### config.mk
export PLATFORM = sky130hd
export DESIGN_NAME = counter_ctrl
export DESIGN_NICKNAME = d
export VERILOG_FILES = /design/src/rtl/counter_ctrl.sv
export SDC_FILE = /design/constraint.sdc
export NUM_CORES = 1
export LEC_CHECK = 0
export BUFFER_PORTS_ARGS = -buffer_cell sky130_fd_sc_hd__buf_2
export CAP_MARGIN = 20
export CORE_AREA = 2 2 68 70
export DETAILED_ROUTE_END_ITERATION = 16
export DIE_AREA = 0 0 70 72
export PLACE_DENSITY = 0.6
export REMOVE_ABC_BUFFERS = 1
export SKIP_CTS_REPAIR_TIMING = 1
export SLEW_MARGIN = 40
export SYNTH_ARGS = -nofsm -noshare
export SYNTH_HDL_FRONTEND = slang
export SYNTH_SLANG_ARGS = --single-unit
### constraint.sdc
create_clock -name CLK -period 2.45 [get_ports CLK]
set_input_delay 0.6125 -clock CLK [delete_from_list [all_inputs] [get_ports CLK]]
set_output_delay 0.6125 -clock CLK [all_outputs]
set_load 0.03 [all_outputs]
### src/rtl/counter_ctrl.sv
// Run sequencer for the binary counter datapath: config latch, prescaled tick, one-shot/auto-reload control.
// Optional sticky interrupt output enabled by defining COUNTER_CTRL_IRQ_EN.
module counter_ctrl #(
  parameter int unsigned WIDTH   = 4,
  parameter int unsigned PRESC_W = 8
) (
  input  logic               CLK,
  input  logic               RST,
  input  logic               cfg_load,
  input  logic [WIDTH-1:0]   cfg_tc,
  input  logic [PRESC_W-1:0] cfg_presc,
  input  logic               cfg_mode,
  input  logic               cfg_dir,
  input  logic               start,
  input  logic               stop,
  input  logic               hold,
`ifdef COUNTER_CTRL_IRQ_EN
  input  logic               irq_clr,
  output logic               irq,
`endif
  output logic [WIDTH-1:0]   count,
  output logic               cnt_tick,
  output logic               busy,
  output logic               done,
  output logic               wrap,
  output logic               cfg_err,
  output logic [1:0]         state
);

  typedef enum logic [1:0] {
    S_IDLE = 2'd0,
    S_RUN  = 2'd1,
    S_HOLD = 2'd2,
    S_DONE = 2'd3
  } state_t;

  state_t             state_q;
  logic [WIDTH-1:0]   count_q;
  logic [PRESC_W-1:0] presc_cnt;
  logic [WIDTH-1:0]   tc_reg;
  logic [PRESC_W-1:0] presc_reg;
  logic               mode_reg;
  logic               dir_reg;

  logic               cfg_ok;
  logic [WIDTH-1:0]   tc_eff;
  logic               dir_eff;
  logic [WIDTH-1:0]   start_val;
  logic [WIDTH-1:0]   reload_val;
  logic               terminal;
  logic               term_tick;
  logic               done_set;
  logic               wrap_set;

  // Config is writable only while no run is active; a same-edge start sees the new values.
  always_comb begin
    cfg_ok     = cfg_load && (state_q == S_IDLE || state_q == S_DONE);
    tc_eff     = cfg_ok ? cfg_tc : tc_reg;
    dir_eff    = cfg_ok ? cfg_dir : dir_reg;
    start_val  = dir_eff ? tc_eff : '0;
    reload_val = dir_reg ? tc_reg : '0;
    terminal   = dir_reg ? (count_q == '0) : (count_q == tc_reg);
    cnt_tick   = (state_q == S_RUN) && !stop && !start && !hold && (presc_cnt == presc_reg);
    term_tick  = cnt_tick && terminal;
    done_set   = term_tick && !mode_reg;
    wrap_set   = term_tick && mode_reg;
  end

  always_ff @(posedge CLK) begin
    if (RST) begin
      state_q   <= S_IDLE;
      count_q   <= '0;
      presc_cnt <= '0;
      tc_reg    <= '1;
      presc_reg <= '0;
      mode_reg  <= 1'b0;
      dir_reg   <= 1'b0;
      busy      <= 1'b0;
      done      <= 1'b0;
      wrap      <= 1'b0;
      cfg_err   <= 1'b0;
    end else begin
      done    <= done_set;
      wrap    <= wrap_set;
      cfg_err <= cfg_load && (state_q == S_RUN || state_q == S_HOLD);
      if (cfg_ok) begin
        tc_reg    <= cfg_tc;
        presc_reg <= cfg_presc;
        mode_reg  <= cfg_mode;
        dir_reg   <= cfg_dir;
      end
      if (stop) begin
        state_q   <= S_IDLE;
        count_q   <= '0;
        presc_cnt <= '0;
        busy      <= 1'b0;
      end else if (start) begin
        state_q   <= S_RUN;
        count_q   <= start_val;
        presc_cnt <= '0;
        busy      <= 1'b1;
      end else begin
        unique case (state_q)
          S_IDLE: busy <= 1'b0;
          S_RUN: begin
            if (hold) begin
              state_q <= S_HOLD;
            end else if (cnt_tick) begin
              presc_cnt <= '0;
              if (terminal) begin
                if (mode_reg) begin
                  count_q <= reload_val;
                end else begin
                  state_q <= S_DONE;
                  busy    <= 1'b0;
                end
              end else if (dir_reg) begin
                count_q <= count_q - WIDTH'(1);
              end else begin
                count_q <= count_q + WIDTH'(1);
              end
            end else begin
              presc_cnt <= presc_cnt + PRESC_W'(1);
            end
          end
          S_HOLD: begin
            if (!hold) state_q <= S_RUN;
          end
          S_DONE: begin
            state_q <= S_IDLE;
            busy    <= 1'b0;
          end
          default: state_q <= S_IDLE;
        endcase
      end
    end
  end

`ifdef COUNTER_CTRL_IRQ_EN
  // Sticky interrupt: a new event wins over a simultaneous clear.
  always_ff @(posedge CLK) begin
    if (RST) begin
      irq <= 1'b0;
    end else if (done_set || wrap_set) begin
      irq <= 1'b1;
    end else if (irq_clr) begin
      irq <= 1'b0;
    end
  end
`endif

  assign count = count_q;
  assign state = state_q;

endmodule

# Yosys cells after proc, flatten, opt, wreduce, memory -nomap -nowiden
# Index checks and enable logic that the tools add are counted.
# totals
input_bits	20
wordCells	91
register_bits	32
out_inout_bits	11
# op_classes
bitwise	1
n_mux	26
n_reduce_logical	30
eq_ne	19
addsub	3
# op_table
cell	count
$mux W4	10
$ne A3 B3 Y1 const B	9
$reduce_and A5 Y1	3
$ne A4 B4 Y1 const B	3
$mux W2	5
$logic_and A1 B1 Y1	9
$add A8 B1 Y8 const B	1
$eq A8 B8 Y1	1
$mux W1	8
$mux W8	1
$pmux W2 S3	1
$reduce_bool A3 Y1	2
$add A4 B1 Y4 const B	1
$eq A2 B2 Y1 const B	2
$eq A4 B4 Y1	1
$logic_not A1 Y1	4
$logic_not A4 Y1	1
$ne A2 B2 Y1 const B	2
$reduce_and A4 Y1	1
$reduce_bool A2 Y1	2
$reduce_bool A4 Y1	1
$reduce_or A2 Y1	2
$sub A4 B1 Y4 const B	1
$reduce_or A3 Y1	1
other kinds (6)	7

# Logic depth before layout (Yosys ltp)
# depth
depth_word	9
ltp_mapped	9

# Least setup slack after synthesis
# OpenSTA, ideal clock, no wires.
# synth_path
path_kind	flip-flop to output port
startpoint	register state_q[0], in the netlist state[0]
endpoint	output port cnt_tick
t_arrival_ns	1.498
path_slack_ns	0.339
path_stages_with_launch	6
path_cell_list	dfxtp_1 ha_1 nand2b_1 nor4_1 nand4_1 inv_2
# synth_via
elab_chain_cells	5
# synth_lines
item	line_no	text
from (decl)	37	state_t state_q;
from (signal assigned)	71	state_q <= S_IDLE;
from (signal assigned)	93	state_q <= S_IDLE;
from (signal assigned)	98	state_q <= S_RUN;
$eq A2 B1 Y1	63	cnt_tick = (state_q == S_RUN) && !stop && !start && !hold && (presc_cnt == presc_reg);
$logic_and A1 B1 Y1 (4 in a row)	63	
to (decl)	22	output logic cnt_tick,
# No other way between the ends.

# Worst setup path after layout
# layout_path
startpoint	register state_q[1], in the netlist state[1]
endpoint	output port cnt_tick
# Same word-level chain as after synthesis.

==> summary.md <==
| Metric | Value |
|---|---|
| Maximum clock insertion buffer count | `2` |
| Mapped Avg Cell Area | `8.21 µm²` |
| Dpl hpwl | `roughly 2900 µm` |
| Max Cap Viol | `0` |
| Fin cells | `approximately 290` |
| ANT cells | `0` |
| Total clock buffers created by CTS | `5` |
| First-pass GRT wire length | `around 6400 µm` |
| Number of global-route vias before repair | `1397` |
| Critical Path Source Type | `register` |
| Post-Syn Area | `~1700 µm²` |
| Leak | `0.904 nW` |
| Total area of sequential cells | `641 µm²` |
| # placed instances | `~280` |
| # IOs | `31` |
| Pwr per Cell Area | `approximately 600 nW/µm²` |
| Post-synth top flop | `dfxtp_1` |
| Worst Setup End Kind | `primary output` |
| Die width | `~70 µm` |
| Worst IR drop on VDD | `~0.28 mV` |
| Die area | `5040 µm²` |
| Final setup vio count | `0` |
| Max incr delay on CP | `between 0.3 and 0.4 ns` |
| CTS clock-pin slew for the worst setup and hold paths | `approximately 0.070 ns` |
| Worst Hold Class | `reg2reg` |
| Iter 0 DRT Violations | `56` |
| Min Tclk post-route | `around 2.4 ns` |
| DR vias/cell | `between 5 and 6` |
| Final Power | `roughly 1.2 mW` |
| DR DRC count | `0` |
| Later-pin clock latency in the skew report | `0.28 ns` |
| R2R depth | `10` |
| Status | `finished, final reports clean` |
| Slew Limit Fails | `0` |
| Synth Instances | `201` |
| P&R area growth vs syn | `22.1%` |
| Clock skew | `0.00461 ns` |
| Warnings from Yosys | `0` |
| CTS sink cnt | `32` |
| GRT overflow | `0` |
| Hold depth | `2` |
| Max_slew headroom | `approximately three quarters` |
| Starting Density | `between 30% and 40%` |
| H-tree levels | `2` |
| Nets | `approximately 270` |
| Seq cells post-synth | `32` |
| Area occupied by multi-input gates | `about 950 µm²` |
| Hold Fails Final Rpt | `0` |
| WL/cell | `between 10 and 15 µm` |
| Fill count | `around 450` |
| Via count | `around 1500` |
| Sequential-to-total area share from yosys stat | `~39%` |
| Routed wire length | `a little under 4000 µm` |
| Fmax | `a little over 400 MHz` |
| EDFF count, synth | `0` |
| CTS tree | `built` |
| FP Rows | `24` |
| Initial antenna violation count | `0` |
| Pre-Repair DR Iteration Count | `4` |
| Core area | `between 4000 and 5000 µm²` |
| Root Driver | `clkbuf_8` |
| Total GRT Usage | `15.9%` |
| DRT antenna net count | `0` |
| Worst-Margin Slew | `0.358 ns` |
| CP cell instances | `inv_1, ha_1, nand2b_1, nor4_2, nand4_1, inv_2, clkbuf_4` |
| CP Class | `reg2out` |
| Hold slack | `0.468 ns` |
| Fin crit share | `a little over nine tenths` |
| Port buffer count | `30` |
| Worst EP required | `about 1.8 ns` |
| Pin count of the biggest net entering global routing | `20` |
| Fraction of registers with async set/reset | `0%` |
| Ratio of cells with drive above 1 in the final layout | `between 20% and 30%` |
| Slowest CP cell | `dfxtp_1` |
| Die H | `about 72 µm` |
| Crit-path max FO | `7` |
| RD Place Congestion | `about 0.82` |
| Netlist cell types | `41` |
| WP data arrival | `between 1.5 and 2 ns` |
-- cell type report --
class,instances,area share (%)
clock buffer,6,3.60
multi-input combinational,152,47.4
timing repair buffer,38,10.6
clock inverter,2,1.74
sequential,32,31.8
tap,52,3.23
inverter,9,1.68
-- logic make-up after synthesis --
kind of cell / share of synthesized area (%)
adders and majority gates: 5.76
DFF: 38.8
and+or+nand+nor: 25.6
xor gates and xnor gates: 11.1
buffers and inverters: 4.09
AOI/OAI and AO/OA: 14.6
-- cells in the mapped netlist (all sizes together), types with 3 or more instances --
| cell type | number | share of area, % |
|---|---|---|
| nand3 | 6 | 1.8 |
| inv | 9 | 2.0 |
| dfxtp | 32 | 39 |
| ha | 6 | 4.5 |
| nor3 | 9 | 3.0 |
| nand4 | 3 | 1.1 |
| nand2 | 36 | 8.2 |
| nor2 | 17 | 4.0 |
| nand3b | 3 | 1.4 |
| xor2 | 18 | 9.6 |
| a21o | 3 | 1.4 |
| xnor2 | 3 | 1.6 |
| clkbuf | 7 | 1.6 |
| nor4 | 3 | 1.1 |
| a21oi | 17 | 5.2 |
-- routing by layer --
metal	track usage (%)	wire, µm	share of wire, %
met1	20.4	1800	46
met2	26.2	1800	46
met3	4.44	233	6.0
met4	5.13	49	1.3
met5	0	0	0
-- stage by stage --
stage	area [µm²]	setup TNS (ns)	utilization [%]	worst slack (ns)
finish	2010	0	47.2	0.0389
CTS	1980	0	46.5	0.0112
floorplan	1620	0	-	0.339
global placement	1880	0	44.0	0.222
global route	2010	-0.0518	47.2	-0.0518
detailed placement	1880	0	44.0	0.197
-- final timing paths --
| path | from | endpoint | slack [ns] |
|---|---|---|---|
| worst max-delay path | state[1]$_SDFFE_PP0P_ | cnt_tick | 0.04 |
| worst min-delay path | presc_reg[6]$_SDFFE_PP0P_ | presc_reg[6]$_SDFFE_PP0P_ | 0.47 |
| worst max register to register | state[1]$_SDFFE_PP0P_ | count[0]$_SDFFE_PP0P_ | 0.38 |
| worst min register to register | presc_reg[6]$_SDFFE_PP0P_ | presc_reg[6]$_SDFFE_PP0P_ | 0.47 |
-- worst max-delay path: cells and delay by family, from the launching register on --
| family | cells | cell delay, ns |
|---|---|---|
| and+or+nand+nor | 3 | 0.52 |
| adders and majority gates | 1 | 0.21 |
| DFF | 1 | 0.37 |
| buffers and inverters | 3 | 0.40 |
-- power breakdown --
group,switching [mW],internal [mW]
clock network,0.194,0.302
logic,0.0954,0.0693
registers,0.0232,0.542
total,0.313,0.913
-- layout by cell type (no fill, tap or decap), drive strengths merged, types with 3 or more instances in the layout --
cell    count
nand3b      3
ha          6
xnor2       3
a21o        3
nor3        9
nand2      36
nand3       6
clkbuf      7
nor2       17
a21oi      17
xor2       18
inv         9
nor4        3
nand4       3
buf        37
dfxtp      32
(Power assumes the default switching activity.)
